--- src/rtl/pipeline_ctrl_pkg.sv ---
// Shared types and constants for the pipeline stall/flush sequencer.
package pipeline_ctrl_pkg;

  typedef enum logic [1:0] {
    RUN      = 2'd0,
    MEM_WAIT = 2'd1,
    DRAIN    = 2'd2,
    HALTED   = 2'd3
  } state_t;

  localparam int STALL_CNT_W = 16;

endpackage

--- src/rtl/load_use_detect.sv ---
// Flags a load-use hazard: the load in ID/EX targets a register the ID instruction reads.
module load_use_detect #(
  parameter int REG_W = 3
) (
  input  logic [REG_W-1:0] id_rs,
  input  logic [REG_W-1:0] id_rt,
  input  logic             id_rs_valid,
  input  logic             id_rt_valid,
  input  logic             idex_mem_read,
  input  logic             idex_reg_write,
  input  logic [REG_W-1:0] idex_write_r,
  output logic             hazard
);

  logic rs_hit;
  logic rt_hit;

  assign rs_hit = id_rs_valid && (id_rs == idex_write_r);
  assign rt_hit = id_rt_valid && (id_rt == idex_write_r);
  assign hazard = idex_mem_read && idex_reg_write && (rs_hit || rt_hit);

endmodule

--- src/rtl/pipeline_ctrl.sv ---
// Stall/flush sequencer: combinational stage controls from registered state plus
// current hazard inputs, a HALT drain counter and a saturating stall counter.
// Handshake note: no valid/ready here; every control is a level valid in the current cycle.
module pipeline_ctrl
  import pipeline_ctrl_pkg::*;
#(
  parameter int DRAIN_CYCLES = 2,
  parameter int REG_W        = 3
) (
  input  logic                   clk,
  input  logic                   rst,
  input  logic [REG_W-1:0]       id_rs,
  input  logic [REG_W-1:0]       id_rt,
  input  logic                   id_rs_valid,
  input  logic                   id_rt_valid,
  input  logic                   idex_mem_read,
  input  logic                   idex_reg_write,
  input  logic [REG_W-1:0]       idex_write_r,
  input  logic                   exmem_mem_read,
  input  logic                   exmem_mem_write,
  input  logic                   mem_stall,
  input  logic                   ex_redirect,
  input  logic                   exmem_halt,
  output logic                   pc_en,
  output logic                   ifid_en,
  output logic                   idex_en,
  output logic                   exmem_en,
  output logic                   memwb_en,
  output logic                   ifid_flush,
  output logic                   idex_bubble,
  output logic                   exmem_bubble,
  output logic                   memwb_bubble,
  output logic                   halted,
  output logic [STALL_CNT_W-1:0] stall_cycles,
  output state_t                 fsm_state
);

  localparam int DW = (DRAIN_CYCLES > 1) ? $clog2(DRAIN_CYCLES) : 1;
  localparam logic [DW-1:0] DRAIN_LOAD = DW'(DRAIN_CYCLES - 1);

  state_t        state;
  state_t        state_nxt;
  logic [DW-1:0] drain_cnt;
  logic          mem_busy;
  logic          load_use;

  load_use_detect #(.REG_W(REG_W)) u_lud (
    .id_rs          (id_rs),
    .id_rt          (id_rt),
    .id_rs_valid    (id_rs_valid),
    .id_rt_valid    (id_rt_valid),
    .idex_mem_read  (idex_mem_read),
    .idex_reg_write (idex_reg_write),
    .idex_write_r   (idex_write_r),
    .hazard         (load_use)
  );

  assign mem_busy  = (exmem_mem_read || exmem_mem_write) && mem_stall;
  assign fsm_state = state;

  always_comb begin
    pc_en        = 1'b0;
    ifid_en      = 1'b0;
    idex_en      = 1'b0;
    exmem_en     = 1'b0;
    memwb_en     = 1'b0;
    ifid_flush   = 1'b0;
    idex_bubble  = 1'b0;
    exmem_bubble = 1'b0;
    memwb_bubble = 1'b0;
    halted       = 1'b0;
    state_nxt    = state;
    if (!rst) begin
      ifid_flush   = 1'b1;
      idex_bubble  = 1'b1;
      exmem_bubble = 1'b1;
      memwb_bubble = 1'b1;
      state_nxt    = RUN;
    end else begin
      case (state)
        // MEM_WAIT shares RUN's rules so a cleared stall resolves in the same cycle.
        RUN, MEM_WAIT: begin
          state_nxt = RUN;
          if (mem_busy) begin
            memwb_en     = 1'b1;
            memwb_bubble = 1'b1;
            state_nxt    = MEM_WAIT;
          end else if (exmem_halt) begin
            exmem_en     = 1'b1;
            exmem_bubble = 1'b1;
            memwb_en     = 1'b1;
            state_nxt    = DRAIN;
          end else if (ex_redirect) begin
            pc_en       = 1'b1;
            ifid_en     = 1'b1;
            idex_en     = 1'b1;
            exmem_en    = 1'b1;
            memwb_en    = 1'b1;
            ifid_flush  = 1'b1;
            idex_bubble = 1'b1;
          end else if (load_use) begin
            idex_en     = 1'b1;
            idex_bubble = 1'b1;
            exmem_en    = 1'b1;
            memwb_en    = 1'b1;
          end else begin
            pc_en    = 1'b1;
            ifid_en  = 1'b1;
            idex_en  = 1'b1;
            exmem_en = 1'b1;
            memwb_en = 1'b1;
          end
        end
        DRAIN: begin
          exmem_en     = 1'b1;
          exmem_bubble = 1'b1;
          memwb_en     = 1'b1;
          if (drain_cnt == '0) state_nxt = HALTED;
        end
        default: begin
          halted    = 1'b1;
          state_nxt = HALTED;
        end
      endcase
    end
  end

  always_ff @(posedge clk or negedge rst) begin
    if (!rst) begin
      state        <= RUN;
      drain_cnt    <= '0;
      stall_cycles <= '0;
    end else begin
      state <= state_nxt;
      if ((state == RUN || state == MEM_WAIT) && state_nxt == DRAIN)
        drain_cnt <= DRAIN_LOAD;
      else if (state == DRAIN && drain_cnt != '0)
        drain_cnt <= drain_cnt - 1'b1;
      if (state != HALTED && !pc_en && stall_cycles != '1)
        stall_cycles <= stall_cycles + 1'b1;
    end
  end

endmodule

--- config.mk ---
export PLATFORM = sky130hd
export DESIGN_NAME = pipeline_ctrl
export DESIGN_NICKNAME = d
export VERILOG_FILES = /design/src/rtl/pipeline_ctrl_pkg.sv /design/src/rtl/load_use_detect.sv /design/src/rtl/pipeline_ctrl.sv
export SDC_FILE = /design/constraint.sdc
export NUM_CORES = 1
export LEC_CHECK = 0
export ABC_AREA = 1
export CORE_ASPECT_RATIO = 0.7
export CORE_MARGIN = 2
export CORE_UTILIZATION = 45
export DETAILED_ROUTE_END_ITERATION = 12
export PLACE_DENSITY = 0.8
export SLEW_MARGIN = 10
export SYNTH_ARGS = -nofsm -noshare
export SYNTH_HDL_FRONTEND = slang
export SYNTH_SLANG_ARGS = --single-unit
export TNS_END_PERCENT = 5
--- constraint.sdc ---
create_clock -name clk -period 2.05 [get_ports clk]
set_input_delay 0.205 -clock clk [delete_from_list [all_inputs] [get_ports clk]]
set_output_delay 0.205 -clock clk [all_outputs]
set_load 0.02 [all_outputs]
Yosys cells after proc, flatten, opt, wreduce, memory -nomap -nowiden --
Index checks and enable logic that the tools add are counted.
Cells by class: $add $sub $neg 2, equal/unequal tests 7, muxes and demuxes 42, reductions and logical operators 17
Operators with widths (number):
- $mux 1 | 35
- $add 16x1->16 const B | 1
- $ne 16x16->1 const B | 1
- $logic_and 1x1->1 | 9
- $mux 2 | 4
- $eq 3x3->1 | 2
- $eq 2x2->1 const B | 2
- $pmux 1 s2 | 2
- $pmux 2 s2 | 1
- $logic_or 1x1->1 | 3
- $reduce_or 3->1 | 1
- $eq 2x1->1 const B | 1
- $logic_not 2->1 | 1
- $ne 2x2->1 const B | 1
- $reduce_bool 2->1 | 1
- $reduce_or 2->1 | 1
- $logic_not 1->1 | 1
- $sub 1x1->1 const B | 1
Word-level totals: flip-flop bits (word level) 19, input port bits 20, output and inout port bits 28

Depth between registers and ports, before layout --
Gate-level depths: netlist of run 1.
word-level depth 13, mapped depth 12, mapped depth without buffers 11

By module --
From an unflattened synthesis of run 1, not the netlist that was laid out.
Unflattened totals: cell total of the unflattened synthesis 214, area, all modules 1393.8 µm²
Modules (own cells, without submodules):
- pipeline_ctrl | instances 1, cells an instance 180, area each 1256.2 µm², sequential area each 475.5 µm²
- load_use_detect | instances 1, cells an instance 34, area each 137.6 µm², sequential area each 0.0 µm²

Least setup slack after synthesis of run 1 --
No wires, ideal clock.
kind register -> output, start point register state[1], in the netlist fsm_state[1], end point output port pc_en, data arrival time 1.834 ns, data required time 1.845 ns, slack 0.011 ns, stages on the path, launching flop included 8, path buffers 2, cell sequence dfrtp_1 nor2_1 nand2_1 nor2_1 nand2_2 buf_2 inv_1 buf_4
On the way: word-level cells in the longest chain between the ends 4
Ends and longest elaborated chain:
- from (decl) | RTL line pipeline_ctrl.sv:41 | state_t state;
- from (signal assigned) | RTL line pipeline_ctrl.sv:134 | state <= state_nxt;
- $eq 2x1->1 or $logic_not 2->1 (tied branches)
- $reduce_or 2->1 (*)
- $mux 1 (*) (2 in a row)
- to (decl) | RTL line pipeline_ctrl.sv:24 | output logic pc_en,
Every way passes the cells marked *; elsewhere a longest branch is shown, timed or not.

Final worst setup path of run 1 --
start point input port idex_write_r[2], end point output port ifid_en
On the way: word-level cells in the longest chain between the ends 10
Ends and longest elaborated chain:
- from (decl) | RTL line pipeline_ctrl.sv:18 | input logic [REG_W-1:0] idex_write_r,
- $eq 3x3->1, on equally long branches | RTL line load_use_detect.sv:18, load_use_detect.sv:19
- $logic_and 1x1->1, on equally long branches | RTL line load_use_detect.sv:18, load_use_detect.sv:19
- $logic_or 1x1->1 (*) | RTL line load_use_detect.sv:20 | assign hazard = idex_mem_read && idex_reg_write && (rs_hit || rt_hit);
- $logic_and 1x1->1 (*) | RTL line load_use_detect.sv:20
- $mux 1 (*) | RTL line pipeline_ctrl.sv:101 | end else if (load_use) begin
- $mux 1 (*) | RTL line pipeline_ctrl.sv:93 | end else if (ex_redirect) begin
- $mux 1 (*) | RTL line pipeline_ctrl.sv:88 | end else if (exmem_halt) begin
- $mux 1 (*) | RTL line pipeline_ctrl.sv:84 | if (mem_busy) begin
- $mux 1 (*) | RTL line pipeline_ctrl.sv:80 | case (state)
- $mux 1 (*) | RTL line pipeline_ctrl.sv:73 | if (!rst) begin
- to (decl) | RTL line pipeline_ctrl.sv:25 | output logic ifid_en,
Marked as above.

==> key figures, run 1 <==
Die
  – Die area: 3572 µm²
  – # rows: 16
  – Die Y: 50.61 µm
  – Core Box Area: 2883 µm²
  – Ports: 48
  – Initial Util: 48.44%
  – Width of the die: 70.58 µm

Placed design
  – I/O Buffers: 47
  – Final GP Congestion: 0.8818
  – Placed cell area: 1952 µm²
  – DP HPWL: 2.736 mm

Clock tree
  – Worst-path clk slew: 0.08 ns
  – TritonCTS Buffers: 3
  – Htree depth: 1
  – Worst skew pair latency: 0.26 ns
  – TritonCTS clock tree: done
  – CTS root buffer: clkbuf_8
  – Setup repair bufs after CTS: 0
  – Clock Tree Buf Depth: 2
  – CTS sink count: 19

Setup path
  – Max FO, Critical Path: 3
  – Cell mode on critical path: nand2_1
  – Crit path kind: input port to output pin
  – Cell Chain, Critical Path: clkdlybuf4s50_1 -> inv_2 -> nand2_1 -> nand2_1 -> nor2_1 -> nand2_1 -> nand2_1 -> nand3_1 -> nand2_2 -> inv_1 -> dlygate4sd2_1
  – Crit end category: output pin
  – Crit path arrival time: 1.65 ns
  – Critical-path top delay cell: clkdlybuf4s50_1
  – Worst path required time: 1.85 ns
  – Critical Path Start Type: input port
  – Setup slack, reg-to-reg: 0.22 ns
  – Slowest stage delay, CP: 0.51 ns

Logic synthesis
  – Post-synth top area share: 34.05%
  – Synth unique cells: 27
  – YS warnings: 0
  – Yosys top cell by area: dfrtp_1
  – Largest cells by area after synthesis: dfrtp_1 (34%), nand2_1 (22%), nand4_1 (9.0%)
  – Seq cells post-synth: 19
  – Main synth FF type: dfrtp_1
  – Avg Cell Area, Syn: 6.713 µm²
  – Post-synth EDFFs: 0
  – Synth Area in Compound Gates: 2.957%
  – Fraction of the yosys area taken by sequential cells: 34.05%
  – Adder-Cell Fraction of Synth Area: 0.8961%
  – XOR/XNOR share of the synthesized area: 4.391%
  – Largest family of logic cells by synthesized area: simple AND/OR/NAND/NOR gates
  – Asr flop ratio synth: 100.0%
  – Simple logic cell fraction of the synthesized area: 47.40%
  – Post-Syn Instances: 208
  – Syn Nets: 229
  – Synth top cells by count: nand2_1 (80), inv_1 (24), nand4_1 (20)
  – Most common cell in the netlist: nand2_1
  – Mapped Area: 1396 µm²
  – Mux cell area share after synthesis: 0%

STA
  – Period Utilization, post-route: 90.47%
  – Hold WS: 0.2582 ns
  – Max Clk Rate: 539.2 MHz
  – Worst rel slew slack: 63.42%
  – Fin. max-slew vios: 0
  – Final Hold Viols: 0
  – Slew @ Worst Pin: 0.5445 ns
  – Final setup violation count: 0
  – RSZ-0062 raised after global routing: no
  – Setup_tns: 0 ns
  – Minimum clock period: 1.855 ns
  – Worst Skew: 0.002541 ns

Drt
  – DRC: 0
  – Drt total wl: 3.701 mm
  – DRT Pass-1 Iters: 4
  – Total number of vias: 1521
  – WL/cell: 12.38 µm
  – DRT iter0 DRCs: 111
  – Vias per Instance: 5.087
  – Antenna Nets Post-Route: 0

Outcome
  – Status: finished, final reports clean

Layout
  – Fillers: 253
  – Layout area overhead: 43.10%
  – Layout Nets: 285
  – Ant. Diodes: 0
  – Final instance area: 1998 µm²
  – Share of cells above drive strength 1: 10.27%
  – Post-layout util: 69.31%

GRT
  – Initial antenna violation count: 0
  – Grt total ovfl: 0
  – Gr usage total: 22.87%
  – Vias in the first global route: 1296
  – Largest net degree at the start of global routing: 19
  – First-pass GRT wire length: 6.320 mm

Worst hold path
  – Hold crit path type: input port to asynchronous set/reset pin

Pwr
  – PD cells: 672.5 nW/µm²
  – Power, Total: 1.344 mW
  – Leak: 1.028 nW
  – VDD IR max: 460.2 µV

Run
  – Max_cap viols: 0
-- cell usage in the layout, fill, tap and decap left out, types with 2 or more instances in the layout --
| cell type | count |
|---|---|
| clkbuf_8 | 3 |
| xor2_1 | 5 |
| o21ai_0 | 2 |
| dlymetal6s2s_1 | 3 |
| nand2_1 | 80 |
| o21ai_1 | 2 |
| nor3_1 | 5 |
| dfrtp_1 | 19 |
| nor2_1 | 17 |
| buf_4 | 12 |
| inv_1 | 24 |
| dlygate4sd2_1 | 4 |
| clkdlybuf4s50_1 | 39 |
| nand3_4 | 2 |
| nand4_1 | 20 |
| nor3_2 | 2 |
| inv_2 | 3 |
| xnor2_1 | 2 |
| nand3_1 | 9 |
-- final timing paths --
path / cells after the start / end / startpoint
setup reg to reg: 9 / stall_cycles[2] / stall_cycles[0]
setup / recovery: 11 / ifid_en / idex_write_r[2]
max in group asynchronous: 2 / stall_cycles[14] / rst
min in group clk: 1 / fsm_state[0] / drain_cnt
hold / removal: 2 / fsm_state[1] / rst
hold reg to reg: 1 / fsm_state[0] / drain_cnt
-- cell type report --
class | count | area [µm²] | share of cell area [%]
clock buffers | 3 | 41.29 | 2.066
clock inverters | 1 | 5.005 | 0.2505
inverters | 27 | 101.3 | 5.072
multi-input cells | 155 | 777.0 | 38.89
flip-flops and latches | 19 | 475.5 | 23.79
well taps | 36 | 45.04 | 2.254
repair buffers | 58 | 553.0 | 27.68
-- worst max-delay path, delay by kind of cell --
kind | cells | cell delay [ns]
buffers and inverters | 4 | 0.92
AND/OR/NAND/NOR | 7 | 0.52
-- routing by layer --
metal / track usage [%] / part of all wire [%] / vias up
met5: 0 / 0 / -
met4: 5.660 / 0.95 / 0
met3: 5.622 / 6.3 / 4
met2: 32.86 / 42 / 48
met1: 34.34 / 50 / 684
li1: - / - / 785
-- report_power, final --
group	leakage [nW]	switching [mW]	total [mW]	internal [mW]
clock network	0.0255	0.133	0.269	0.135
logic	0.751	0.269	0.537	0.269
registers	0.252	0.0962	0.537	0.441
-- registers in the layout (all words and copies together), names as in the netlist --
name	cells
drain_cnt	1
fsm_state	2
stall_cycles	16
-- kinds of logic (layout without fill, tap and decap cells) --
family,after synthesis,in the layout
AO/OA/AOI/OAI,7,7
XOR/XNOR,7,7
adder cells (fa/ha/maj),1,1
buffers and inverters,34,89
flip-flops,19,19
AND/OR/NAND/NOR,140,140
-- timing repair --
item	CTS	global route
endpoints found under the setup margin	6	3
hold buffers	0	0
resized for setup	6	3
-- metrics by stage --
stage,setup WS (ns),instances
after floorplan,0.01089,208
after global placement,-0.05247,295
after detailed placement,-0.06820,295
after CTS,-0.02024,299
after global routing,0.02914,299
final,0.1953,299
Power figures use the tool's default switching activity.
==> inputs of run 2 (changes only) <==
--- a/config.mk
+++ b/config.mk
@@ -9,7 +9,9 @@
 export CORE_ASPECT_RATIO = 0.7
 export CORE_MARGIN = 2
 export CORE_UTILIZATION = 45
+export CTS_CLUSTER_DIAMETER = 60
 export DETAILED_ROUTE_END_ITERATION = 12
+export GPL_ROUTABILITY_DRIVEN = 0
 export PLACE_DENSITY = 0.8
 export SLEW_MARGIN = 10
 export SYNTH_ARGS = -nofsm -noshare
==> results of run 2 <==
Same layout as run 1: the final DEF is identical, and so are final timing and power.
